<file path="src/rtl/exe_pkg.sv">
// ============================================================================
// exe_pkg : EXE_cmd encodings, multiplier FSM states, iteration counts
// Revision: 1.0
// ============================================================================
`default_nettype none

package exe_pkg;

  localparam logic [3:0] EXE_ADD = 4'b0000;
  localparam logic [3:0] EXE_SUB = 4'b0010;
  localparam logic [3:0] EXE_AND = 4'b0100;
  localparam logic [3:0] EXE_OR  = 4'b0101;
  localparam logic [3:0] EXE_NOR = 4'b0110;
  localparam logic [3:0] EXE_XOR = 4'b0111;
  localparam logic [3:0] EXE_SLL = 4'b1000;
  localparam logic [3:0] EXE_SRA = 4'b1001;
  localparam logic [3:0] EXE_SRL = 4'b1010;
  localparam logic [3:0] EXE_MUL = 4'b1100;

  typedef enum logic [1:0] {
    MUL_IDLE = 2'd0,
    MUL_RUN  = 2'd1,
    MUL_DONE = 2'd2
  } mul_state_e;

  localparam int MUL_ITERS_R2 = 32;
  localparam int MUL_ITERS_R4 = 16;

endpackage

`default_nettype wire

</file>
<file path="src/rtl/exe_mul_seq.sv">
// ============================================================================
// exe_mul_seq : iterative low-32 multiplier (radix-2 shift-add or radix-4 Booth)
// Revision: 1.0
// ============================================================================
`default_nettype none

module exe_mul_seq
  import exe_pkg::*;
#(
  parameter int XLEN   = 32,
  parameter bit USE_R4 = 1'b0
) (
  input  logic            clk,
  input  logic            rst,
  input  logic            start,
  input  logic [XLEN-1:0] a,
  input  logic [XLEN-1:0] b,
  output logic            busy,
  output logic            done,
  output logic [XLEN-1:0] product
);

  localparam logic [4:0] LAST = USE_R4 ? 5'(MUL_ITERS_R4 - 1) : 5'(MUL_ITERS_R2 - 1);

  mul_state_e      state_q, state_d;
  logic [XLEN-1:0] acc_q, acc_d;
  logic [XLEN-1:0] mcand_q, mcand_d;
  logic [XLEN-1:0] mplier_q, mplier_d;
  logic            prev_q, prev_d;
  logic [4:0]      cnt_q, cnt_d;

  logic [XLEN-1:0] step_add;
  logic [XLEN-1:0] mcand_nxt;
  logic [XLEN-1:0] mplier_nxt;
  logic            prev_nxt;

  generate
    if (USE_R4) begin : g_radix4
      // Booth digit from {b[i+1], b[i], b[i-1]}; only the low XLEN bits matter.
      always_comb begin
        step_add = '0;
        case ({mplier_q[1:0], prev_q})
          3'b001, 3'b010: step_add = mcand_q;
          3'b011:         step_add = mcand_q << 1;
          3'b100:         step_add = -(mcand_q << 1);
          3'b101, 3'b110: step_add = -mcand_q;
          default:        step_add = '0;
        endcase
      end
      assign mcand_nxt  = mcand_q << 2;
      assign mplier_nxt = mplier_q >> 2;
      assign prev_nxt   = mplier_q[1];
    end else begin : g_radix2
      assign step_add   = mplier_q[0] ? mcand_q : '0;
      assign mcand_nxt  = mcand_q << 1;
      assign mplier_nxt = mplier_q >> 1;
      assign prev_nxt   = prev_q;
    end
  endgenerate

  always_comb begin
    state_d  = state_q;
    acc_d    = acc_q;
    mcand_d  = mcand_q;
    mplier_d = mplier_q;
    prev_d   = prev_q;
    cnt_d    = cnt_q;
    case (state_q)
      MUL_IDLE: begin
        if (start) begin
          state_d  = MUL_RUN;
          acc_d    = '0;
          mcand_d  = a;
          mplier_d = b;
          prev_d   = 1'b0;
          cnt_d    = '0;
        end
      end
      MUL_RUN: begin
        acc_d    = acc_q + step_add;
        mcand_d  = mcand_nxt;
        mplier_d = mplier_nxt;
        prev_d   = prev_nxt;
        cnt_d    = cnt_q + 5'd1;
        if (cnt_q == LAST) state_d = MUL_DONE;
      end
      MUL_DONE: state_d = MUL_IDLE;
      default:  state_d = MUL_IDLE;
    endcase
  end

  always_ff @(posedge clk or posedge rst) begin
    if (rst) begin
      state_q  <= MUL_IDLE;
      acc_q    <= '0;
      mcand_q  <= '0;
      mplier_q <= '0;
      prev_q   <= 1'b0;
      cnt_q    <= '0;
    end else begin
      state_q  <= state_d;
      acc_q    <= acc_d;
      mcand_q  <= mcand_d;
      mplier_q <= mplier_d;
      prev_q   <= prev_d;
      cnt_q    <= cnt_d;
    end
  end

  // Reset overrides the combinational accept so stall is low while reset is held.
  assign busy    = ~rst & (((state_q == MUL_IDLE) & start) | (state_q == MUL_RUN));
  assign done    = (state_q == MUL_DONE);
  assign product = acc_q;

endmodule

`default_nettype wire

</file>
<file path="src/rtl/exe_stage.sv">
// ============================================================================
// exe_stage : MIPS execute stage - ALU, branch adder, iterative MUL with stall.
// Define EXE_FAST_MUL_EN for the radix-4 multiplier (17-cycle stall).
// Revision: 1.0
// ============================================================================
`default_nettype none

module exe_stage
  import exe_pkg::*;
#(
  parameter int XLEN           = 32,
  parameter int MUL_RADIX_LOG2 = 1
) (
  input  logic            clk,
  input  logic            rst,
  input  logic [XLEN-1:0] PC_in,
  input  logic [XLEN-1:0] Val1_in,
  input  logic [XLEN-1:0] Val2_in,
  input  logic [XLEN-1:0] Reg2_in,
  input  logic [4:0]      dest_in,
  input  logic [3:0]      EXE_cmd_in,
  input  logic            Br_taken_in,
  input  logic            MEM_R_en_in,
  input  logic            MEM_W_en_in,
  input  logic            WB_en_in,
  output logic [XLEN-1:0] ALU_result,
  output logic [XLEN-1:0] Br_Addr,
  output logic            Br_taken,
  output logic [XLEN-1:0] Reg2,
  output logic [4:0]      dest,
  output logic            MEM_R_en,
  output logic            MEM_W_en,
  output logic            WB_en,
  output logic            stall
);

`ifdef EXE_FAST_MUL_EN
  localparam bit FAST_MUL = 1'b1;
`else
  localparam bit FAST_MUL = 1'b0;
`endif
  localparam bit USE_R4 = FAST_MUL || (MUL_RADIX_LOG2 == 2);

  logic            mul_start;
  logic            mul_busy;
  logic            mul_done;
  logic [XLEN-1:0] mul_product;
  logic [XLEN-1:0] alu_res;
  logic [XLEN-1:0] result;

  assign mul_start = (EXE_cmd_in == EXE_MUL);

  exe_mul_seq #(
    .XLEN   (XLEN),
    .USE_R4 (USE_R4)
  ) u_mul (
    .clk     (clk),
    .rst     (rst),
    .start   (mul_start),
    .a       (Val1_in),
    .b       (Val2_in),
    .busy    (mul_busy),
    .done    (mul_done),
    .product (mul_product)
  );

  always_comb begin
    alu_res = '0;
    case (EXE_cmd_in)
      EXE_ADD: alu_res = Val1_in + Val2_in;
      EXE_SUB: alu_res = Val1_in - Val2_in;
      EXE_AND: alu_res = Val1_in & Val2_in;
      EXE_OR:  alu_res = Val1_in | Val2_in;
      EXE_NOR: alu_res = ~(Val1_in | Val2_in);
      EXE_XOR: alu_res = Val1_in ^ Val2_in;
      EXE_SLL: alu_res = Val1_in << Val2_in[4:0];
      EXE_SRA: alu_res = $signed(Val1_in) >>> Val2_in[4:0];
      EXE_SRL: alu_res = Val1_in >> Val2_in[4:0];
      default: alu_res = '0;
    endcase
  end

  always_comb begin
    result = alu_res;
    if (mul_busy)                  result = '0;
    else if (mul_done & mul_start) result = mul_product;
  end

  assign ALU_result = result;
  assign Br_Addr    = PC_in + (Val2_in << 2);
  assign Br_taken   = Br_taken_in & ~mul_busy;
  assign MEM_R_en   = MEM_R_en_in & ~mul_busy;
  assign MEM_W_en   = MEM_W_en_in & ~mul_busy;
  assign WB_en      = WB_en_in & ~mul_busy;
  assign Reg2       = Reg2_in;
  assign dest       = dest_in;
  assign stall      = mul_busy;

endmodule

`default_nettype wire

</file>
<file path="config.mk">
export PLATFORM = sky130hd
export DESIGN_NAME = exe_stage
export DESIGN_NICKNAME = d
export VERILOG_FILES = /design/src/rtl/exe_pkg.sv /design/src/rtl/exe_mul_seq.sv /design/src/rtl/exe_stage.sv
export SDC_FILE = /design/constraint.sdc
export NUM_CORES = 1
export LEC_CHECK = 0
export BUFFER_PORTS_ARGS = -buffer_cell sky130_fd_sc_hd__buf_4
export CAP_MARGIN = 20
export CORE_ASPECT_RATIO = 1.75
export CORE_MARGIN = 3
export CORE_UTILIZATION = 26
export DETAILED_ROUTE_END_ITERATION = 10
export GPL_TIMING_DRIVEN = 0
export PLACE_DENSITY_LB_ADDON = 0.2
export SYNTH_ARGS = -nofsm -noshare
export SYNTH_HDL_FRONTEND = slang
export SYNTH_SLANG_ARGS = --single-unit
</file>
<file path="constraint.sdc">
create_clock -name clk -period 5.41 [get_ports clk]
set_clock_uncertainty 0.15 [all_clocks]
set_input_delay 0.541 -clock clk [delete_from_list [all_inputs] [get_ports clk]]
set_output_delay 0.541 -clock clk [all_outputs]
set_load 0.02 [all_outputs]
</file>
# After elaboration in Yosys (flattened, before gate mapping)
# Cells that the tools add are included.
# word_totals
regBits	103
in_bits	143
output_inout_bits	106
wordCells	61
# classes
add_sub_neg	5
eq_ne	14
shift	3
mux	15
n_bitwise	14
n_reduce_logical	5
# ops
cell	count
32-bit one-hot mux with 9 select lines	1
32-bit two-way mux	6
32-bit one-hot mux with 2 select lines	3
32-bit adder	3
32-bit bitwise AND	1
32-bit NOT	1
32-bit OR	1
32-bit by 5-bit left shift with 32-bit output	1
32-bit by 5-bit right shift with 32-bit output	1
32-bit by 5-bit >>> shifter with 32-bit output	1
32-bit subtractor	1
32-bit bitwise XOR	1
4-bit by 3-bit == test with 1-bit output (second input constant)	4
4-bit == test (second input constant)	4
5-bit one-hot mux with 2 select lines	1
1-bit bitwise AND	7
5-bit by 1-bit adder with 5-bit output (second input constant)	1
5-bit == test (second input constant)	1
5-bit two-way mux	1
4-bit by 2-bit == test with 1-bit output (second input constant)	1
4-bit zero test	1
2-bit two-way mux	2
2-bit one-hot mux with 2 select lines	1
2-bit AND reduction	2
other kinds (8)	9

# Longest topological paths before layout
# Gate-level depths: netlist of run 1.
# logic_depth
depth_word	6
ltp_mapped	23

# Cells and area by module
# Synthesis of run 1 repeated with hierarchy kept, for this count alone.
# unflattened
hier_cells	2136
hier_area_um2	16265.6
# modules_own_cells
mod	n_inst	cells_each	area_each_um2	seq_area_each_um2
exe_stage	1	1446	10132.2	0.0
exe_mul_seq	1	690	6133.4	2577.5

# Worst setup path after synthesis of run 1
# No wires, ideal clock.
# synth_path
kind	input to output
start	in Val2_in[1]
end	out ALU_result[31]
arrival_time_ns	4.943
slack_ns	-0.224
cell_stages	21
path_buffers	3
path_cell_list	clkinv_1 buf_2 buf_1 ha_1 nor3b_1 nand2_1 nor4_1 and2_1 a21oi_1 xnor2_1 ha_1 clkbuf_1 a21o_1 a21oi_1 o21bai_1 a21o_1 a21o_1 a211o_1 o32ai_4 xnor2_1 o22ai_1
# synth_between
elab_chain_cells	4
word_cells_on_any_way	8
classes_between	add/sub (2); shift (3); mux (3)
# synth_rtl
item	line_no	text
from (decl)	exe_stage.sv:18	input logic [XLEN-1:0] Val2_in,
32-bit subtractor (tied with other cells)	exe_stage.sv:71	EXE_SUB: alu_res = Val1_in - Val2_in;
32-bit one-hot mux with 9 select lines (*)	exe_stage.sv:69	case (EXE_cmd_in)
32-bit two-way mux (*)	exe_stage.sv:86	else if (mul_done & mul_start) result = mul_product;
32-bit two-way mux (*)	exe_stage.sv:85	if (mul_busy) result = '0;
to (decl)	exe_stage.sv:26	output logic [XLEN-1:0] ALU_result,
# Every way passes the cells marked *; elsewhere a longest branch is shown, timed or not.

# Worst setup path after layout of run 1
# layout_path
start	in Val2_in[0]
end	out ALU_result[14]
# The elaborated chain is that of the path after synthesis.

==> impl_results.md, run 1 <==
* Max cap viols at 0
* GRT overflow at 0
* Max Freq at about 0.19 GHz
* Hold Crit Class: in2async
* Placed Instance Area at about 18000 µm²
* Iter 0 DRT Violations at between 1500 and 2000
* Final WL at 91.8 mm
* Fin crit share at between 90% and 100%
* Worst EP arrival at between 4000 and 5000 ps
* Register bit total from synthesis at 103
* Root Buffer: clkbuf_16
* Critical path class: in2out
* Met1 Routed Length at about 30 mm
* Final instance area at 19100 µm²
* Synth top area share at roughly 16%
* Main synth FF type: dfrtp_1
* Pleak at between 9 and 10 nW
* Die area at ~64000 µm²
* Clock-pin slew on the worst setup and hold paths at roughly 80 ps
* Crit-path max FO at 27
* Worst vdd ir at around 0.16 mV
* Worst r2r path cells at 12
* Area leader, netlist: dfrtp_1
* IO Count at between 200 and 250
* PwrDens at 242 nW/µm²
* Nets at ~2600
* # DRC at 0
* Core Region at ~60000 µm²
* Hold-fix buffers at CTS at 0
* Register area at ~2600 µm²
* Critical Path Start Type: primary input
* H-tree levels at 3
* Worst-Margin Slew at 1260 ps
* Pre-Repair DR Iteration Count at 9
* DP HPWL at approximately 78 mm
* Met2 Wirelength at between 40 and 50 mm
* Layout Cells excl Fill at slightly above 3000
* Top sig layer: met4
* Req. time, crit path at 4720 ps
* Post-Syn Area at around 16000 µm²
* FP Rows at ~120
* Drt wl/cell at approximately 30 µm
* Clock buffer depth at 2
* Syn Area/Cell at around 7.8 µm²
* CTS Sinks at a little over 100
* Initial Utilization at 26.3%
* Antenna violations before repair at 3
* Total CTS buffers at 9
* Number of global-route vias before repair at between 15000 and 20000
* Synth Instances at 2032
* Post-synthesis cell type count at 91
* Top-count cell post-synth: nor2_1
* Layout area overhead at 20.7%
* Vias at around 17000
* CTS tree: done
* Dominant cells by area after synthesis: dfrtp_1 (16%), ha_1 (13%), mux2i_1 (5.6%)
* Die Height at roughly 330 µm
* Vias per cell at 5.73
* Synth top cells by count: nor2_1 (187), inv_1 (160), ha_1 (159), nand2_1 (155), o21ai_0 (155)
* Placed cell count at 3029
* Post-layout minimum cycle time at roughly 5400 ps
* Met3 WL at approximately 4.3 mm
* Asr flop ratio synth at 100%
* Multi-input logic area at 12000 µm²
* CP Capture Type: primary output
* Fillers at about 6600
* # setup viols final at 0
* IO Port Bufs at 208
* Worst-Skew Late Latency at 380 ps
* EDFF count, synth at 0
* Sequential-to-total area share from yosys stat at between 10% and 20%
* First-pass GRT wire length at 129 mm
* Width of the die at roughly 190 µm
* Layout cell share with drive strength beyond 1 at 19.0%
* All-Layer GR Usage at 28.2%
* Synth warn at 0
* Slew margin rel. at 15.1%
* Final hold vios at 0
* DRT antenna net count at 0
* Final GP Congestion at about 1.0
* Pin count of the biggest net entering global routing at between 60 and 70
* Max Slew Vio Count at 0
* Antenna Cells at 0
* Status: finished, final reports clean
* Syn nets at 2337
-- power breakdown --
part | switching [mW] | total, mW | leakage, nW | internal, mW
Sequential | 0.244 | 1.26 | 1.38 | 1.02
Clock | 0.316 | 0.643 | 0.136 | 0.327
Combinational | 1.70 | 2.71 | 7.56 | 1.01
Total | 2.25 | 4.61 | 9.07 | 2.36
-- state kept, by name (all words and copies together) (netlist names) --
register and cells:
u_mul.cnt_q 5, u_mul.mcand_q 32, u_mul.mplier_q 32, u_mul.product 32, u_mul.state_q 2
-- logic make-up (layout without fill, tap and decap cells) --
| kind of cell | after synthesis | count (layout) | share of synthesized area, % |
|---|---|---|---|
| xor+xnor | 103 | 103 | 5.71 |
| mux | 141 | 141 | 11.6 |
| buf+inv | 329 | 557 | 9.02 |
| flops | 103 | 103 | 16.3 |
| simple gates | 538 | 538 | 16.0 |
| compound gates | 656 | 656 | 28.5 |
| fa+ha+maj | 162 | 162 | 13.0 |
-- layer usage --
layer / up-vias / GRT usage [%]
li1: 7885 / -
met5: - / 0
met3: 278 / 2.56
met2: 853 / 51.3
met4: 0 / 24.7
met1: 8444 / 27.8
-- critical path: stages --
cell	delay, ps
buf_6	300
buf_2	430
buf_2	460
mux2i_1	260
mux2i_1	130
mux2i_1	500
nor2_1	210
a21oi_1	210
o22ai_1	90
o21ai_0	900
a31oi_1	350
buf_4	260
-- area by class of cell --
| type | count | share of cell area (%) |
|---|---|---|
| Tap cell | 786 | 5.16 |
| Buffer | 151 | 4.25 |
| Multi-Input combinational cell | 1600 | 63.0 |
| Clock inverter | 5 | 0.223 |
| Sequential cell | 103 | 13.5 |
| Timing Repair Buffer | 229 | 9.31 |
| Clock buffer | 10 | 1.25 |
| Inverter | 162 | 3.27 |
-- repair_timing --
item                                   in CTS  in global routing
gates resized for setup                    69                 26
setup endpoints to repair                  32                 14
setup buffers                              16                  1
endpoints found under the hold margin       0                  0
gates cloned                                1                  0
pin swaps                                  24                 11
-- placed cells by master (no fill, tap or decap), types with 10 or more instances in the layout --
cell        n
buf_4     267
mux2i_1    89
a211oi_1   28
xnor2_1    71
o221ai_1   11
a31oi_1    27
mux4_2     31
dfrtp_1   103
xor2_1     31
nor2b_1    15
nor3_1     30
nand2b_1   19
o211ai_1   22
a21o_1     46
and2_1     43
nand2_1   150
ha_1      155
o21bai_1   17
inv_1     157
a211o_1    10
o21a_1     12
nor2_1    182
o21ai_0   152
a21oi_1   151
a222oi_1   64
and3_1     17
nand3_1    22
clkbuf_1   72
buf_2      14
mux2_2     21
-- per-stage QoR --
| step | setup slack [ps] | total power, mW | utilization (%) | setup TNS [ps] | hold WS, ps |
|---|---|---|---|---|---|
| 5_1_grt | -4.16 | 4.91 | 31.7 | -4.16 | 231 |
| 4_1_cts | 1.21 | 4.62 | 31.6 | 0 | 183 |
| 6_report | 23.0 | 4.61 | 31.7 | 0 | 159 |
| 2_1_floorplan | 77.6 | 2.82 | - | 0 | 305 |
| 3_3_place_gp | -2560 | 3.88 | 30.5 | -75100 | 320 |
| 3_5_place_dp | -1630 | 3.91 | 30.6 | -29180 | 329 |
-- path summary, 6_finish.rpt --
check | slack (ps) | from | end
hold reg to reg | 340 | u_mul.mplier_q[19] | u_mul.mplier_q[19]
hold / removal | 160 | rst | u_mul.product[30]
setup / recovery | 20 | Val2_in[0] | ALU_result[14]
min in group clk | 330 | Val2_in[21] | u_mul.mplier_q[21]
max in group asynchronous | 4190 | rst | u_mul.product[11]
setup reg to reg | 880 | u_mul.mplier_q[0] | u_mul.product[31]
Power figures use the tool's default switching activity.
==> inputs of run 2 (changes only) <==
Settings changed: ABC_AREA set to 1.
==> impl_results.md, run 2 <==
* Status: finished, final reports clean
* Core Region at about 68000 µm²
* Commonest cells after routing, fill and taps aside: nand2_1 (1036), inv_1 (393), nand3_1 (375)
* Layout cell share with drive strength beyond 1 at 12.8%
* Final GP Congestion at 1.01
* Worst-Skew Late Latency at roughly 380 ps
* First-pass GRT wire length at about 150 mm
* Worst vdd ir at 0.156 mV
* Synth top area share at between 20% and 30%
* Synth warn at 0
* Number of global-route vias before repair at around 22000
* Drt wl/cell at between 20 and 30 µm
* Max Freq at 0.187 GHz
* Area leader, netlist: nand2_1
* EDFF count, synth at 0
* Hold-fix buffers at CTS at 0
* Worst path max stage delay at ~360 ps
* Commonest non-fill, non-tap cell in the layout: nand2_1
* CTS Sinks at about 100
* Crit-path max FO at 6
* DRT antenna net count at 0
* # setup viols final at 0
* Setup crit start: Val2_in[2]
* Most common cell on crit path: nand2_1
* Max Slew Vio Count at 0
* Post-synthesis cell type count at 54
* Worst-Margin Slew at ~910 ps
* Antenna violations before repair at 0
* Clock-pin slew on the worst setup and hold paths at approximately 80 ps
* Setup TNS at 0 ps
* Root Buffer: clkbuf_16
* CP Capture Type: primary output
* Top-count cell post-synth: nand2_1
* Worst EP arrival at about 4700 ps
* IO Count at between 200 and 250
* Synth top cells by count: nand2_1 (1049), inv_1 (395), nand3_1 (387), nor2_1 (259), ha_1 (159)
* Critical path class: in2out
* Asr flop ratio synth at between 90% and 100%
* Pleak at 11.4 nW
* Crit Reg-Reg Startpoint: u_mul.mplier_q[0]
* Iter 0 DRT Violations at about 2000
* Slew margin rel. at ~39%
* Pin count of the biggest net entering global routing at between 60 and 70
* DP HPWL at ~93 mm
* # DRC at 0
* GRT overflow at 0
* Initial Utilization at about a quarter
* Syn Area/Cell at approximately 5.7 µm²
* Hold Crit Class: in2async
* CTS tree: done
* Layout Cells excl Fill at 4266
* All-Layer GR Usage at 29.7%
* Max cap viols at 0
* Syn nets at around 3400
* Die Height at 352 µm
* Post-Syn Area at ~18000 µm²
* Final hold vios at 0
* Clock buffer depth at 2
* Req. time, crit path at ~4700 ps
* Antenna Cells at 0
* Final WL at around 110 mm
* Crit path cell chain: buf_4 -> buf_2 -> inv_6 -> nand3_4 -> nor3_4 -> nand4_1 -> nor2_1 -> inv_1 -> o21ai_2 -> xor2_2 -> ha_1 -> nand2_2 -> inv_1 -> a21oi_2 -> nand2_1 -> nand2_1 -> nand2_1 -> a21oi_1 -> nand2_1 -> nand3_2 -> nand3_1 -> nand2_1 -> inv_1 -> buf_4
* Register bit total from synthesis at 103
* Main synth FF type: dfrtp_1
* Total CTS buffers at 9
* Unrepaired setup endpoints after global routing: no
* Synth Instances at between 3000 and 4000
* Post-layout minimum cycle time at between 5000 and 6000 ps
* Vias per cell at 5.34
* Die area at 71600 µm²
* H-tree levels at 3
* IO Port Bufs at 209
* Nets at approximately 3700
* Pre-Repair DR Iteration Count at 7
* PwrDens at roughly 240 nW/µm²
* Layout area overhead at 19.6%
* Fin crit share at a little over nine tenths
* Vias at roughly 23000
* Width of the die at about 200 µm
* Critical-path top delay cell: ha_1
* Placed cell count at around 4300
* FP Rows at roughly 130
* Critical Path Start Type: primary input
* Dominant cells by area after synthesis: nand2_1 (22%), dfrtp_1 (15%), ha_1 (11%)
* Sequential-to-total area share from yosys stat at between 10% and 20%
run 2: cells by family (layout without fill, tap and decap cells):
family | count (synthesis) | in the layout | synth area share [%]
compound gates | 429 | 429 | 14.3
xor+xnor | 59 | 59 | 2.91
fa+ha+maj | 162 | 162 | 11.5
buf+inv | 564 | 790 | 13.4
flops | 103 | 103 | 14.5
mux | 1 | 1 | 0.0563
simple gates | 1826 | 1826 | 43.2
run 2: timing repair:
action                                  4_1_cts  5_1_grt
endpoints found under the setup margin       21       18
setup buffers                                 0        0
gates resized for setup                      38       56
pin swaps                                     1       16
run 2: power breakdown:
group | switching, mW | internal [mW] | leakage, nW
Combinational | 2.12 | 0.974 | 9.90
Sequential | 0.228 | 1.05 | 1.35
Clock | 0.351 | 0.421 | 0.171
run 2: final timing paths:
path                       cells after the start            endpoint  slack, ps
setup / recovery                              24      ALU_result[31]         70
setup reg to reg                              14   u_mul.product[30]       1690
max in group asynchronous                      3   u_mul.product[30]       4240
hold / removal                                 2      u_mul.cnt_q[0]        110
hold reg to reg                                2  u_mul.mplier_q[26]        350
min in group clk                               2  u_mul.mplier_q[26]        350
run 2: per-stage QoR:
step | cell area, µm² | util [%] | hold slack (ps) | total power, mW | setup WS, ps
global placement | 20500 | 30.2 | 325 | 4.29 | -1100
global route | 21300 | 31.4 | 155 | 5.47 | 1.14
floorplan | 17800 | - | 309 | 3.05 | 1310
finish | 21300 | 31.4 | 110 | 5.15 | 72.6
CTS | 21000 | 31.1 | 131 | 5.09 | 0.823
detailed placement | 20500 | 30.3 | 327 | 4.29 | -1030
run 2: layout make-up:
type                       instances  area, µm²
clock buffer                       9        225
inverter                         410       1550
multi-input combinational       2477      13200
sequential                       103       2580
fill                            7850      46400
timing repair buffer             210       1600
buffer                           154        877
tap                              896       1120
clock inverter                     7        130
run 2: critical path: cells and delay by family:
kind	cells	cell delay [ps]
AND/OR/NAND/NOR	12	1940
AO/OA/AOI/OAI	3	540
adder cells (fa/ha/maj)	1	360
XOR/XNOR	1	290
buffers and inverters	7	910
run 2: per-layer routing:
layer | wire (µm) | up-vias | track usage (%)
met5 | 0 | - | 0
met2 | 53300 | 1196 | 52.7
met4 | 12500 | 0 | 26.5
met1 | 37800 | 10500 | 30.8
li1 | - | 10700 | -
met3 | 6850 | 406 | 3.28
